File: config.mk
export PLATFORM = sky130hd
export DESIGN_NAME = rheed_result_packer
export DESIGN_NICKNAME = d
export VERILOG_FILES = /design/src/rtl/rheed_pkg.sv /design/src/rtl/rheed_result_packer_axis_out_reg.sv /design/src/rtl/rheed_result_packer.sv
export SDC_FILE = /design/constraint.sdc
export NUM_CORES = 1
export LEC_CHECK = 0
export ABC_AREA = 1
export ABC_CLOCK_PERIOD_IN_PS = 2100
export BUFFER_PORTS_ARGS = -buffer_cell sky130_fd_sc_hd__buf_2
export CAP_MARGIN = 20
export CORE_MARGIN = 4
export CORE_UTILIZATION = 24
export CTS_CLUSTER_SIZE = 16
export DETAILED_ROUTE_END_ITERATION = 7
export PLACE_DENSITY = 0.46
export SLEW_MARGIN = 20
export SYNTH_ARGS = -nofsm -noshare
export SYNTH_HDL_FRONTEND = slang
export SYNTH_SLANG_ARGS = --single-unit
export TNS_END_PERCENT = 30
File: constraint.sdc
create_clock -name clk -period 2.1 [get_ports clk]
set_input_delay 0 -clock clk [delete_from_list [all_inputs] [get_ports clk]]
set_output_delay 0 -clock clk [all_outputs]
set_load 0.03 [all_outputs]
File: src/rtl/rheed_pkg.sv
`default_nettype none
// +----------------------------------------------------------------------------+
// | Package     : rheed_pkg                                                    |
// | Description : Shared widths, slot layout and tkeep helper for the RHEED    |
// |               result packer.                                               |
// | Revision    : 1.0 - initial release                                        |
// +----------------------------------------------------------------------------+
package rheed_pkg;

    localparam int SLOT_W   = 64;
    localparam int SLOTS    = 4;
    localparam int AXIS_W   = 256;
    localparam int RESULT_W = 40;
    localparam int KEEP_W   = AXIS_W / 8;
    localparam int TAG_W    = SLOT_W - RESULT_W;

    // One 64-bit slot: frame tag in the upper bits, CNN result in the lower bits.
    typedef struct packed {
        logic [TAG_W-1:0]    frame_idx;
        logic [RESULT_W-1:0] result;
    } result_slot_t;

    // Byte enables covering slots 0..slot (8 bytes per slot, from bit 0 upward).
    function automatic logic [KEEP_W-1:0] keep_for_slot(input logic [1:0] slot);
        logic [KEEP_W-1:0] all_ones;
        all_ones = '1;
        return all_ones >> (8 * (SLOTS - 1 - int'(slot)));
    endfunction

endpackage : rheed_pkg
`default_nettype wire

File: src/rtl/rheed_result_packer_axis_out_reg.sv
`default_nettype none
// +----------------------------------------------------------------------------+
// | Module      : axis_out_reg                                                 |
// | Description : Single-entry AXI-Stream output register (data/keep/last)    |
// |               with EMPTY/FULL valid-ready control. A load in the same     |
// |               cycle as a drain replaces the word and keeps valid high.    |
// | Revision    : 1.0 - initial release                                        |
// +----------------------------------------------------------------------------+
module axis_out_reg
    import rheed_pkg::*;
(
    input  logic              clk,
    input  logic              reset,
    input  logic              i_load,
    input  logic [AXIS_W-1:0] i_data,
    input  logic [KEEP_W-1:0] i_keep,
    input  logic              i_last,
    input  logic              i_ready,
    output logic              o_valid,
    output logic [AXIS_W-1:0] o_data,
    output logic [KEEP_W-1:0] o_keep,
    output logic              o_last
);

    localparam logic [0:0] c_st_empty = 1'b0;
    localparam logic [0:0] c_st_full  = 1'b1;

    logic [0:0]        r_state_q, w_state_d;
    logic [AXIS_W-1:0] r_data_q,  w_data_d;
    logic [KEEP_W-1:0] r_keep_q,  w_keep_d;
    logic              r_last_q,  w_last_d;

    // Next state: a load always wins (covers drain+load); otherwise a drain empties.
    always_comb begin
        w_state_d = r_state_q;
        w_data_d  = r_data_q;
        w_keep_d  = r_keep_q;
        w_last_d  = r_last_q;
        if (i_load) begin
            w_state_d = c_st_full;
            w_data_d  = i_data;
            w_keep_d  = i_keep;
            w_last_d  = i_last;
        end else if ((r_state_q == c_st_full) && i_ready) begin
            w_state_d = c_st_empty;
        end
    end

    // Register the word; payload only changes on a load so it holds during stalls.
    always_ff @(posedge clk) begin
        if (reset) begin
            r_state_q <= c_st_empty;
            r_data_q  <= '0;
            r_keep_q  <= '0;
            r_last_q  <= 1'b0;
        end else begin
            r_state_q <= w_state_d;
            r_data_q  <= w_data_d;
            r_keep_q  <= w_keep_d;
            r_last_q  <= w_last_d;
        end
    end

    assign o_valid = (r_state_q == c_st_full);
    assign o_data  = r_data_q;
    assign o_keep  = r_keep_q;
    assign o_last  = r_last_q;

endmodule : axis_out_reg
`default_nettype wire

File: src/rtl/rheed_result_packer.sv
`default_nettype none
// +----------------------------------------------------------------------------+
// | Module      : rheed_result_packer                                          |
// | Description : Tags 40-bit CNN results with the frame index and packs four  |
// |               per 256-bit AXI-Stream word; a word closes when full or at  |
// |               frame end, and tlast marks the last word of each frame.     |
// |               Optional statistics ports: RESULT_PACKER_STATS_EN.          |
// | Revision    : 1.0 - initial release                                        |
// +----------------------------------------------------------------------------+
module rheed_result_packer
    import rheed_pkg::*;
#(
    parameter int RESULTS_PER_FRAME = 6,
    parameter int FRAME_IDX_W       = 24
) (
    input  logic                   clk,
    input  logic                   reset,
    input  logic                   s_axis_tvalid,
    output logic                   s_axis_tready,
    input  logic [RESULT_W-1:0]    s_axis_tdata,
    output logic                   m_axis_tvalid,
    input  logic                   m_axis_tready,
    output logic [AXIS_W-1:0]      m_axis_tdata,
    output logic [KEEP_W-1:0]      m_axis_tkeep,
    output logic                   m_axis_tlast,
    output logic [FRAME_IDX_W-1:0] frame_idx,
`ifdef RESULT_PACKER_STATS_EN
    output logic [31:0]            stat_words,
    output logic [31:0]            stat_stall,
`endif
    output logic                   busy
);

    localparam int c_res_w = (RESULTS_PER_FRAME > 1) ? $clog2(RESULTS_PER_FRAME) : 1;
    localparam logic [c_res_w-1:0] c_res_last = c_res_w'(RESULTS_PER_FRAME - 1);

    if ((RESULTS_PER_FRAME < 1) || (FRAME_IDX_W + RESULT_W != SLOT_W)) begin : g_cfg_check
        $error("rheed_result_packer: RESULTS_PER_FRAME must be >=1 and FRAME_IDX_W+40 must be 64");
    end

    logic [1:0]                    r_slot_cnt_q,  w_slot_cnt_d;
    logic [c_res_w-1:0]            r_res_cnt_q,   w_res_cnt_d;
    logic [FRAME_IDX_W-1:0]        r_frame_idx_q, w_frame_idx_d;
    logic [SLOTS-1:0][SLOT_W-1:0]  r_acc_q,       w_acc_d;

    logic                          w_complete;
    logic                          w_frame_end;
    logic                          w_accept;
    logic                          w_load;
    result_slot_t                  w_new_slot;
    logic [SLOTS-1:0][SLOT_W-1:0]  w_word;

    // The closing condition depends on the counters only, so tready never sees tvalid.
    assign w_frame_end   = (r_res_cnt_q == c_res_last);
    assign w_complete    = (r_slot_cnt_q == 2'd3) || w_frame_end;
    assign s_axis_tready = !w_complete || !m_axis_tvalid || m_axis_tready;
    assign w_accept      = s_axis_tvalid && s_axis_tready;
    assign w_load        = w_accept && w_complete;
    assign w_new_slot    = {r_frame_idx_q, s_axis_tdata};

    // Closing word: filled slots from the accumulator, new result in the current slot, zeros above.
    always_comb begin
        w_word = '0;
        for (int k = 0; k < SLOTS; k++) begin
            if (2'(k) == r_slot_cnt_q) begin
                w_word[k] = w_new_slot;
            end else if (2'(k) < r_slot_cnt_q) begin
                w_word[k] = r_acc_q[k];
            end else begin
                w_word[k] = '0;
            end
        end
    end

    // Counter, accumulator and frame-tag updates on each accepted result.
    always_comb begin
        w_slot_cnt_d  = r_slot_cnt_q;
        w_res_cnt_d   = r_res_cnt_q;
        w_frame_idx_d = r_frame_idx_q;
        w_acc_d       = r_acc_q;
        if (w_accept) begin
            if (w_complete) begin
                w_acc_d      = '0;
                w_slot_cnt_d = 2'd0;
            end else begin
                w_acc_d[r_slot_cnt_q] = w_new_slot;
                w_slot_cnt_d          = r_slot_cnt_q + 2'd1;
            end
            if (w_frame_end) begin
                w_res_cnt_d   = '0;
                w_frame_idx_d = r_frame_idx_q + 1'b1;
            end else begin
                w_res_cnt_d   = r_res_cnt_q + 1'b1;
            end
        end
    end

    // Packing state; reset discards any partial word and restarts frame numbering.
    always_ff @(posedge clk) begin
        if (reset) begin
            r_slot_cnt_q  <= 2'd0;
            r_res_cnt_q   <= '0;
            r_frame_idx_q <= '0;
            r_acc_q       <= '0;
        end else begin
            r_slot_cnt_q  <= w_slot_cnt_d;
            r_res_cnt_q   <= w_res_cnt_d;
            r_frame_idx_q <= w_frame_idx_d;
            r_acc_q       <= w_acc_d;
        end
    end

    axis_out_reg u_out_reg (
        .clk     (clk),
        .reset   (reset),
        .i_load  (w_load),
        .i_data  (w_word),
        .i_keep  (keep_for_slot(r_slot_cnt_q)),
        .i_last  (w_frame_end),
        .i_ready (m_axis_tready),
        .o_valid (m_axis_tvalid),
        .o_data  (m_axis_tdata),
        .o_keep  (m_axis_tkeep),
        .o_last  (m_axis_tlast)
    );

    assign frame_idx = r_frame_idx_q;
    // Slot count is non-zero only inside a frame, so the result counter alone marks a partial frame.
    assign busy      = (r_res_cnt_q != '0) || m_axis_tvalid;

`ifdef RESULT_PACKER_STATS_EN
    logic [31:0] r_stat_words_q, w_stat_words_d;
    logic [31:0] r_stat_stall_q, w_stat_stall_d;

    // Free-running wrap-around counters of output handshakes and stalled cycles.
    always_comb begin
        w_stat_words_d = r_stat_words_q;
        w_stat_stall_d = r_stat_stall_q;
        if (m_axis_tvalid && m_axis_tready) begin
            w_stat_words_d = r_stat_words_q + 32'd1;
        end
        if (m_axis_tvalid && !m_axis_tready) begin
            w_stat_stall_d = r_stat_stall_q + 32'd1;
        end
    end

    // Statistics registers, cleared with the rest of the block.
    always_ff @(posedge clk) begin
        if (reset) begin
            r_stat_words_q <= '0;
            r_stat_stall_q <= '0;
        end else begin
            r_stat_words_q <= w_stat_words_d;
            r_stat_stall_q <= w_stat_stall_d;
        end
    end

    assign stat_words = r_stat_words_q;
    assign stat_stall = r_stat_stall_q;
`endif

endmodule : rheed_result_packer
`default_nettype wire

==> results.md <==
* Status: completed
* Slew at the pin closest to its max-slew limit at 0.657 ns
* Cell count after synthesis at 2783
* Nets@finish at 3097
* Worst min-delay path category: in -> reg
* Largest net degree at the start of global routing at 94
* Mapped Area at 20600 um^2
* Initial DRC Count at 1159
* Synthesized Nets at 2834
* Critical path's slowest cell: dfxtp_4
* Seq/Total Area, Yosys at 0.469
* I/O pin count at 360
* Avg WL per Cell at 17.6 um
* Die Wd at 301 um
* Initial Utilization at 0.242
* DR pass1 iterations at 5
* Cell area power density at 844 nW/um^2
* Max Cap Violations at 0
* Skew-Pair Late Insertion Delay at 0.61 ns
* Number of flops mapped to enable cells by yosys at 0
* Minimum clock period at 2.03 ns
* Main area contributors after synthesis: dfxtp_1, nand2_1, a21oi_1
* Global route overflow at 0
* Detail Placement HPWL at 46700 um
* Seq cells post-synth at 483
* Hold Fails Final Rpt at 0
* Crit path from: r_slot_cnt_q[1]$_SDFFE_PP0P_
* Number of global-route vias before repair at 18500
* CTS Buf Count at 57
* Post-synth top cells: nand2_1, dfxtp_1, a21oi_1
* Total GRT Usage at 0.157
* Initial antenna violation count at 2
* WL met3 at 4600 um
* Worst path required time at 2.57 ns
* CTS tree: done
* HP Start: m_axis_tready
* Hold slack at 0.109 ns
* Synthesized area per cell at 7.41 um^2
* Dominant synthesized flop cell: dfxtp_1
* Fin area at 26300 um^2
* H-tree depth at 2
* Floorplan Core Area at 85100 um^2
* Ant. Diodes at 0
* Clock sinks at 483
* FF-to-FF Start: r_slot_cnt_q[1]$_SDFFE_PP0P_
* Slew Limit Fails at 0
* Post-synthesis cell type count at 30
* Max clock buf depth at 3
* Count leader, synth: nand2_1
* Die height at 301 um
* Buffers on Ports at 359
* LEAKAGE at 0.00992 uW
* Post-Route WL at 74600 um
* CP Buf/Inv Count at 3
* Via count at 19600
* Crit share post-route at 0.965
* Post-DP Area at 23800 um^2
* CP arrival at 2.50 ns
* GPL Wtd Cong at 0.736
* Final setup fails at 0
* Synth Warn # at 0
* Area delta synth->final at 27.4%
* Async SR Flop Fraction at 0
* Post-Route Utilization at 0.309
* CP peak stage delay at 0.36 ns
* Top-area cell type share of the netlist area at 0.469
* DR DRC count at 0
* F_max at 0.493 GHz
* Clk root buf: clkbuf_16
* Unrepaired setup endpoints after global routing: true
* Vias per inst at 4.62
* CP top delay family: buffers and inverters
* Fraction of layout cells with a size suffix above 1 at 0.205
* Die area at 90700 um^2
* CTS clock-pin slew for the worst setup and hold paths at 0.06 ns
* Top Layer Used: met4
* WS Path Type: reg -> reg
* Metal2 WL at 33500 um
* Setup WS pre-CTS at 0.107 ns
* CP max FO at 53
* Worst-path cell chain: ha_1 -> inv_1 -> nand2_8 -> a21oi_4 -> buf_12 -> nand2_8 -> buf_12 -> nand2_1 -> a21oi_1
* Metal-1 WL at 35300 um
* Clk_skew at 0.0103 ns
* Post-synth top area cell: dfxtp_1
* Final ANT Viol Nets at 0
* Critical path launch point type: register
* First-pass GRT wire length at 114000 um
* Setup ws final at 0.0730 ns
* Crit. End Element: register
* Worst rel slew slack at 0.562
* Row count at 107
* Peak VDD IR at 0.000475 V
timing repair:
item / CTS / global route
setup buffers: 0 / 1
resized for setup: 0 / 3
endpoints found under the setup margin: 0 / 20
hold buffers: 43 / 0
endpoints found under the hold margin: 298 / 0
layout make-up:
class	instances	area, um^2
Fill cell	9248	58900
Clock buffer	83	1720
Multi-Input combinational cell	1964	9400
Tap cell	1144	1430
Clock inverter	23	313
Timing Repair Buffer	498	3580
Inverter	42	160
Sequential cell	483	9670
tightest hold or removal path: cells and delay by family:
| family | cells | cell delay, ns |
|---|---|---|
| AO/OA/AOI/OAI | 1 | 0.05 |
| buffers and inverters | 1 | 0.13 |
| AND/OR/NAND/NOR | 4 | 0.49 |
worst paths after layout:
path / to / slack [ns] / depth (start not counted)
max: u_out_reg.o_data[47]$_SDFFE_PP0P_ / 0.07 / 9
max reg2reg: u_out_reg.o_data[47]$_SDFFE_PP0P_ / 0.07 / 9
min reg2reg: u_out_reg.o_data[6]$_SDFFE_PP0P_ / 0.46 / 2
min: r_slot_cnt_q[1]$_SDFFE_PP0P_ / 0.11 / 6
flip-flops by register name (all words and copies together), names as in the netlist:
name / flops
r_slot_cnt_q: 2
frame_idx: 24
u_out_reg.o_data: 256
r_acc_q: 192
u_out_reg.o_keep: 4
u_out_reg.o_last: 1
u_out_reg.o_valid: 1
r_res_cnt_q: 3
power by group:
part | total [uW] | switching [uW] | internal (uW)
Combinational | 2120 | 1430 | 689
Clock | 10700 | 4180 | 6520
Sequential | 9380 | 72.0 | 9310
routing by layer:
metal	GRT usage	up-vias
met5	0	-
met4	0.0315	0
met3	0.0384	72
met2	0.247	418
met1	0.218	9294
li1	-	9805
cell usage in the layout, fill, tap and decap left out, types with 44 or more instances in the layout:
cell	count
buf_4	46
nand2_1	786
a21oi_1	468
clkbuf_16	60
dfxtp_1	482
o21ai_0	90
nand3_1	467
buf_2	358
mux2_2	64
nor2_1	44
buf_12	46
through the flow:
stage	TNS, ns	total power [uW]	std cells
floorplan	0	10800	2783
global placement	0	11700	4086
detailed placement	0	11700	4086
CTS	0	22600	4235
global route	-0.0330	23100	4237
finish	0	22200	4237
cell families after synthesis:
| group | synth area share |
|---|---|
| compound gates | 0.138 |
| fa+ha+maj | 0.00425 |
| buf+inv | 0.0803 |
| flops | 0.469 |
| mux | 0.0350 |
| simple gates | 0.273 |
Power figures use the tool's default switching activity.
